$ cat src/rtl/array_loader_16x8_pkg.sv
// rtl/array_loader_16x8_pkg.sv - shared sizes and one-hot loader states
package array_loader_16x8_pkg;

  localparam int WIDTH = 8;
  localparam int DEPTH = 16;
  localparam int AW    = 4;

  // Prefixed LD_ so they never collide with the finder's own state names.
  typedef enum logic [4:0] {
    LD_INI  = 5'b00001,
    LD_LOAD = 5'b00010,
    LD_STRT = 5'b00100,
    LD_WAIT = 5'b01000,
    LD_DONE = 5'b10000
  } ld_state_e;

endpackage

$ cat src/rtl/array_mem_16x8.sv
// rtl/array_mem_16x8.sv - register array, synchronous write, asynchronous read
module array_mem_16x8
  import array_loader_16x8_pkg::*;
(
  input  logic             Clk,
  input  logic             wr_en,
  input  logic [AW-1:0]    wr_addr,
  input  logic [WIDTH-1:0] wr_data,
  input  logic [AW-1:0]    rd_addr,
  output logic [WIDTH-1:0] rd_data
);

  // Contents are deliberately not reset; they persist across loader resets.
  logic [WIDTH-1:0] mem_q [DEPTH];
  logic [WIDTH-1:0] mem_d [DEPTH];

  always_comb begin
    mem_d = mem_q;
    if (wr_en) mem_d[wr_addr] = wr_data;
  end

  always_ff @(posedge Clk) begin
    mem_q <= mem_d;
  end

  assign rd_data = mem_q[rd_addr];

endmodule

$ cat src/rtl/array_loader_16x8.sv
// rtl/array_loader_16x8.sv - fills the 16x8 array, starts the finder, waits for done
module array_loader_16x8
  import array_loader_16x8_pkg::*;
(
  input  logic             Clk,
  input  logic             Reset,
  input  logic             Go,
  input  logic [WIDTH-1:0] Din,
  input  logic             DinValid,
  output logic             DinReady,
  input  logic [AW-1:0]    RdAddr,
  output logic [WIDTH-1:0] RdData,
  output logic             StartOut,
  input  logic             FinderDone,
  output logic [AW:0]      Count,
  output logic             Qi,
  output logic             Ql,
  output logic             Qs,
  output logic             Qw,
  output logic             Qd
);

  ld_state_e     state_q, state_d;
  logic [AW-1:0] j_q, j_d;
  logic          xfer;

  assign xfer = (state_q == LD_LOAD) && DinValid;

  always_comb begin
    state_d = state_q;
    j_d     = j_q;
    case (state_q)
      LD_INI: begin
        j_d = '0;
        if (Go) state_d = LD_LOAD;
      end
      LD_LOAD: begin
        if (DinValid) begin
          j_d = j_q + 1'b1;
          if (j_q == AW'(DEPTH - 1)) state_d = LD_STRT;
        end
      end
      LD_STRT: state_d = LD_WAIT;
      LD_WAIT: if (FinderDone) state_d = LD_DONE;
      LD_DONE: state_d = LD_INI;
      default: begin
        state_d = LD_INI;
        j_d     = '0;
      end
    endcase
  end

  always_ff @(posedge Clk or posedge Reset) begin
    if (Reset) begin
      state_q <= LD_INI;
      j_q     <= '0;
    end else begin
      state_q <= state_d;
      j_q     <= j_d;
    end
  end

  // J has wrapped to 0 once the array is full, so the full count is decoded from state.
  always_comb begin
    Count = '0;
    case (state_q)
      LD_LOAD:                   Count = {1'b0, j_q};
      LD_STRT, LD_WAIT, LD_DONE: Count = (AW + 1)'(DEPTH);
      default:                   Count = '0;
    endcase
  end

  assign {Qd, Qw, Qs, Ql, Qi} = state_q;
  assign DinReady = Ql;
  assign StartOut = Qs;

  array_mem_16x8 u_mem (
    .Clk     (Clk),
    .wr_en   (xfer),
    .wr_addr (j_q),
    .wr_data (Din),
    .rd_addr (RdAddr),
    .rd_data (RdData)
  );

endmodule
$ cat config.mk
export PLATFORM = sky130hd
export DESIGN_NAME = array_loader_16x8
export DESIGN_NICKNAME = d
export VERILOG_FILES = /design/src/rtl/array_loader_16x8_pkg.sv /design/src/rtl/array_mem_16x8.sv /design/src/rtl/array_loader_16x8.sv
export SDC_FILE = /design/constraint.sdc
export NUM_CORES = 1
export LEC_CHECK = 0
export ABC_AREA = 1
export CAP_MARGIN = 20
export CORE_AREA = 2 2 108 110
export DETAILED_ROUTE_END_ITERATION = 7
export DIE_AREA = 0 0 110 112
export GPL_TIMING_DRIVEN = 0
export MAX_ROUTING_LAYER = met4
export PLACE_DENSITY = 0.82
export SKIP_LAST_GASP = 1
export SYNTH_ARGS = -nofsm -noshare
export SYNTH_HDL_FRONTEND = slang
export SYNTH_SLANG_ARGS = --single-unit
export TNS_END_PERCENT = 30
$ cat constraint.sdc
create_clock -name Clk -period 2.5 [get_ports Clk]
set_input_delay 0.25 -clock Clk [delete_from_list [all_inputs] [get_ports Clk]]
set_output_delay 0.25 -clock Clk [all_outputs]
set_load 0.02 [all_outputs]
==> metrics.cfg, run 1 <==
[status]
status=finished with violations
violations=negative setup slack

[critical_path]
critPathMaxFanout=10
reg2regPathDepth=5
crit_cells=10
path_cells=clkdlybuf4s50_1 > inv_2 > buf_2 > nand2_1 > nand2_1 > nand2_1 > nand3_1 > nand3_1 > nand2_1 > clkdlybuf4s50_1
critical_path.top_delay_family=buffers and inverters
critPathMaxStageDelay_ns=0.60
crit_arrival_ns=2.32
slowest_stage=clkdlybuf4s50_1
cp.buffers_inverters=4
crit_top_cell=nand2_1
timing.rr.start=state_q[2]$_DFFE_PP0P_
startpoint_type=primary input
r2r-end=u_mem.mem_q[57]$_DFFE_PP_
ff2ff_setup_slack_ns=0.19
cp_data_required_time_ns=2.25
cp-end-kind=output port
crit_type=in2out

[global_route]
antenna_found_initial=0
grt_pass1_wl_um=22500
grt_pass1_vias=4166
overflow=0
grt_max_degree=17
grtUsageTotal_pct=25.96

[placement]
hpwl_um=9189
port-buffer-count=33
place.gp.congestion=0.8936
numPlacedInstances=759

[layout]
fill_cells=827
final_cells=792
nets=657
area_growth_pct=18.57
final_common_cell=nand2_1
diodes=0
utilization_pct=63.83
final_cell_mix=221 x nand2_1, 128 x edfxtp_1, 75 x nand3_1
drive_gt1_share_pct=9.091

[floorplanning]
fp.dieH_um=112
initial_core_util_pct=53.83
std_cell_rows=39
die_w_um=110
core_area_mm2=0.01117
pin_count=37
dieArea_mm2=0.01232

[cts]
postCtsHoldBufs=0
clk_pin_slew_worst_paths_ns=0.06
cts-root-buf=clkbuf_16
worstSkewPairLatency_ns=0.41
ctsHtreeMaxLevel=4
cts_tree=done
post-cts-setup-buffers=0
cts_buffers=17
clock_path_buffers=2
clock-sinks=137

[timing]
slew_viol_final=0
worst_pin_slew_ns=0.9478
slew_headroom_pct=36.58
setup_violations=4
fin_tns_setup_ns=-0.2152
hold_viol=0
setup_ws_ns=-0.07039
fin_skew_ns=0.009089
rsz0062_at_grt=yes
clock.fmax_mhz=389.0
period_minus_slack_ns=2.570
post-route-period-util_pct=102.8

[yosys]
syn_nets=604
ys_top_cells_by_area=edfxtp_1 64%, nand2_1 14%, nand3_1 6.2%, dfrtp_1 3.3%, inv_1 3.2%
ys_types=23
yosysTopAreaCell=edfxtp_1
synth.top_cell.area_share_pct=63.89
avgSynthCellArea_um2=10.32
synth_area_mm2=0.006016
synth-seq-area-share_pct=67.66
synthCells=583
synth.ff_latch_count=137
yosysWarnings=0

[drt]
firstDrtPassIters=5
initialDrtViolationCount=656
ant_nets=0
post-route-drc-count=0
wl_um=14350
routed_via_density=5.511
via_count=4365
wl_per_cell_um=18.12

[power_and_ir_drop]
power_leakage_nw=3.004
peakVddDrop_mv=0.4313
p_total_mw=5.629
power_density_mw_per_mm2=789.1

[job]
maxCapViolCount=0

[hold_path]
hold_class=in2async

-- power by group --
part	switching [mW]	internal, mW
clock	0.893	1.56
combinational	0.374	0.209
sequential	0.0323	2.56
-- metal layers --
metal	track usage [%]	vias to the layer above	part of all wire, %
li1	-	2027	-
met1	34.04	2041	38
met2	39.71	265	50
met3	4.567	32	9.4
met4	11.39	0	2.6
met5	-	-	0
-- state kept, by name (all words and copies together), names as in the netlist --
name and flops:
state_q 5, j_q 4, u_mem.mem_q 128
-- kinds of logic after synthesis --
| family | count (synthesis) | synth area share (%) |
|---|---|---|
| compound gates | 15 | 1.497 |
| simple gates | 345 | 23.48 |
| fa+ha+maj | 4 | 0.8320 |
| flops | 137 | 67.66 |
| xor+xnor | 1 | 0.1456 |
| buf+inv | 81 | 6.385 |
-- cell type report --
cell class                      count  area (um^2)  share of cell area [%]
Sequential cell                   137         4070                   57.06
Multi-Input combinational cell    365         1562                   21.89
Clock buffer                       19        432.9                   6.069
Timing Repair Buffer               34        339.1                   4.754
Inverter                           53        198.9                   2.789
Buffer                             28        197.7                   2.771
Tap cell                          143        178.9                   2.508
Clock inverter                     13        153.9                   2.158
-- synthesized netlist by cell type --
library cell	instances
nand2_1	221
edfxtp_1	128
nand3_1	75
inv_1	52
nor2_1	40
buf_2	10
dfrtp_1	8
o21ai_0	8
buf_4	6
buf_6	6
clkbuf_1	4
ha_1	4
o21bai_1	4
nand4_1	3
nor2_2	3
buf_1	2
nor3_1	2
o211ai_1	2
dfstp_2	1
inv_2	1
nand3_2	1
o21ai_1	1
xnor2_1	1
-- worst max-delay path by stage --
| stage | from | end | slack (ns) |
|---|---|---|---|
| finish | RdAddr[0] | RdData[6] | -0.07 |
| global route | RdAddr[0] | RdData[4] | -0.14 |
| floorplan | state_q[3]$_DFFE_PP0P_ | u_mem.mem_q[0]$_DFFE_PP_ | 0.56 |
| CTS | RdAddr[0] | RdData[4] | -0.06 |
| global placement | RdAddr[0] | RdData[7] | -0.12 |
| detailed placement | RdAddr[0] | RdData[3] | -0.16 |
-- per-stage QoR --
step | worst slack [ns] | hold WS (ns) | area, um^2
finish | -0.07039 | 0.1001 | 7133
CTS | -0.05749 | 0.1030 | 7121
global route | -0.1419 | 0.1344 | 7133
global placement | -0.1210 | 0.5314 | 6525
detailed placement | -0.1604 | 0.5435 | 6525
floorplan | 0.5589 | 0.07720 | 6016
-- worst reg2reg max path, delay by kind of cell (launching register included) --
family,cells,cell delay [ns]
flops,1,0.44
simple gates,5,1.48
-- repair_timing --
action                     CTS  global route
setup endpoints to repair    8             8
hold endpoints to repair     0             0
gates resized for setup      5             3
No activity file was read; power rests on OpenSTA's default activity.
==> run 2, diff against run 1 <==
Settings changed: CORE_AREA 2 2 108 110 to 2 2 100 102, DIE_AREA 0 0 110 112 to 0 0 102 104, PLACE_DENSITY 0.82 to 0.92.
Clock period 2.5 ns to 3.1 ns, I/O delays scaled along.
==> run 2 against run 1 <==
The flow finishes with violations (design-rule violations). Power down 19%. Global-route usage up 6.9 points. Via count up 5.8%. Sequential cell count unchanged. Count of clock-buffer cells in the layout up 1. First-iteration DRC count up 25%. Worst hold slack worse by 0.059 ns. Worst setup slack better by 0.27 ns. Combinational power down 17%. Die area down 14%.
==> metrics.cfg, run 2 (synthesis results as in run 1) <==
[status]
status=finished with violations
violations=design-rule violations

[timing]
fin_skew_ns=0.005643  ; -0.003446 ns
post-route-period-util_pct=93.48
fin_tns_setup_ns=0  ; +0.2152 ns
hold_viol=0  ; unchanged
setup_violations=0  ; -4
period_minus_slack_ns=2.898
rsz0062_at_grt=no
clock.fmax_mhz=345.1
whs_ns=0.04088  ; -0.05921 ns
slew_viol_final=0  ; unchanged
worst_pin_slew_ns=0.9423  ; -0.005557 ns
slew_headroom_pct=36.95  ; +0.37 points

[critical_path]
cp_data_required_time_ns=2.79  ; +0.54 ns
critPathMaxStageDelay_ns=0.60  ; about the same
crit_type=in2out
startpoint_type=primary input
slowest_stage=clkdlybuf4s50_1
path_cells=clkdlybuf4s50_1 > inv_2 > clkbuf_1 > o21ai_0 > nand3_1 > nand3_1 > nand2_1 > clkdlybuf4s50_1
critPathMaxFanout=10  ; unchanged
crit_arrival_ns=2.59  ; +0.27 ns
cp-end-kind=output port

[drt]
via_count=4620  ; +5.8%
firstDrtPassIters=8  ; +3
wl_per_cell_um=20.10  ; +11%
initialDrtViolationCount=821  ; +25%
wl_um=15720  ; +9.6%
ant_nets=0  ; unchanged
routed_via_density=5.908  ; +7.2%
post-route-drc-count=9  ; +9

[cts]
cts_tree=done
ctsHtreeMaxLevel=4  ; unchanged
clk_pin_slew_worst_paths_ns=0.06  ; about the same
cts-root-buf=clkbuf_8
worstSkewPairLatency_ns=0.53  ; +0.12 ns
clock-sinks=137  ; unchanged
postCtsHoldBufs=0  ; unchanged
clock_path_buffers=2  ; unchanged
cts_buffers=17  ; unchanged
post-cts-setup-buffers=0  ; unchanged
cts_resized=0  ; -5

[global_route]
grt_pass1_vias=4670  ; +12%
grt_max_degree=17  ; unchanged
grtUsageTotal_pct=32.82  ; +6.9 points
antenna_found_initial=0  ; unchanged
overflow=0  ; unchanged
grt_pass1_wl_um=24700  ; +9.8%

[power_and_ir_drop]
power_leakage_nw=2.963  ; -1.4%
peakVddDrop_mv=0.3977  ; -7.8%
power_density_mw_per_mm2=645.5  ; -18%

[floorplanning]
core_area_mm2=0.009549  ; -15%
initial_core_util_pct=63.00  ; +9.2 points
fp.dieH_um=104  ; -7.1%
std_cell_rows=36  ; -7.7%
pin_count=37  ; unchanged
dieArea_mm2=0.01061  ; -14%
die_w_um=102  ; -7.3%

[job]
maxCapViolCount=0  ; unchanged

[placement]
port-buffer-count=33  ; unchanged
hpwl_um=9407  ; +2.4%
place.gp.congestion=0.9243  ; +3.4%

[layout]
diodes=0  ; unchanged
drive_gt1_share_pct=8.012  ; -1.1 points
final_cell_mix=221 x nand2_1, 128 x edfxtp_1, 75 x nand3_1
reg_top3=u_mem.mem_q: 128 flops, state_q: 5 flops, j_q: 4 flops
final_common_cell=nand2_1
area_growth_pct=17.99
fill_cells=584  ; -29%
largest_register_ffs=128  ; unchanged
nets=657  ; unchanged
top_register=u_mem.mem_q

[hold_path]
hold_class=in2async

run 2: cell count changes in the layout (fill, tap and decap cells not counted), moves of 2 or more:
cell | before | now
buf_2 | 7 | 11
clkbuf_1 | 5 | 7
clkbuf_2 | 2 | 0
clkdlybuf4s50_1 | 30 | 33
clkinv_1 | 1 | 6
clkinv_2 | 5 | 1
clkinv_4 | 4 | 0
dlymetal6s2s_1 | 2 | 0
run 2: path summary, 6_finish.rpt:
path                                         from                        end  slack [ns]  cells after the start
max                                     RdAddr[0]                  RdData[0]        0.20                      8
min                                         Reset         j_q[1]$_DFFE_PP0P_        0.04                      2
max reg2reg                state_q[2]$_DFFE_PP0P_  u_mem.mem_q[73]$_DFFE_PP_        0.79                      5
min reg2reg                    j_q[3]$_DFFE_PP0P_     state_q[2]$_DFFE_PP0P_        0.65                      2
max in group asynchronous                   Reset     state_q[0]$_DFFE_PP1P_        2.76                      2
min in group Clk                         DinValid     state_q[2]$_DFFE_PP0P_        0.46                      3
run 2: per-stage QoR:
stage          cells  area [um^2]  total power, mW  worst slack (ns)  utilization (%)
6_report         782         7098            4.582            0.2021            74.33
5_1_grt          782         7098            4.684           0.06450            74.33
4_1_cts          781         7093            4.559            0.2567            74.28
3_5_place_dp     749         6513            2.589            0.3387            68.20
3_3_place_gp     749         6513            2.566            0.4090            68.20
2_1_floorplan    583         6016            2.397             1.159                -
run 2: layout make-up:
| class | count | area (um^2) | share of cell area, % |
|---|---|---|---|
| sequential | 137 | 4070 | 57.34 |
| clock inverter | 12 | 155.1 | 2.186 |
| timing repair buffer | 34 | 335.3 | 4.724 |
| multi-input combinational | 365 | 1562 | 22.00 |
| clock buffer | 20 | 425.4 | 5.993 |
| buffer | 28 | 185.2 | 2.609 |
| tap | 133 | 166.4 | 2.344 |
| inverter | 53 | 198.9 | 2.803 |
run 2: routing by layer:
metal,part of all wire [%],wire (um),track usage (%)
met4,4.6,726,18.86
met3,12,1845,9.610
met2,48,7606,49.67
met1,35,5544,39.10
met5,0,0,-
run 2: power by group:
| part | total, mW | internal (mW) | switching [mW] |
|---|---|---|---|
| registers | 2.09 | 2.07 | 0.0264 |
| clock network | 2.01 | 1.29 | 0.722 |
| logic | 0.481 | 0.169 | 0.313 |
run 2: worst max-delay path, delay by kind of cell:
| kind | cells | cell delay [ns] |
|---|---|---|
| buf+inv | 4 | 1.71 |
| compound gates | 1 | 0.25 |
| simple gates | 3 | 0.32 |
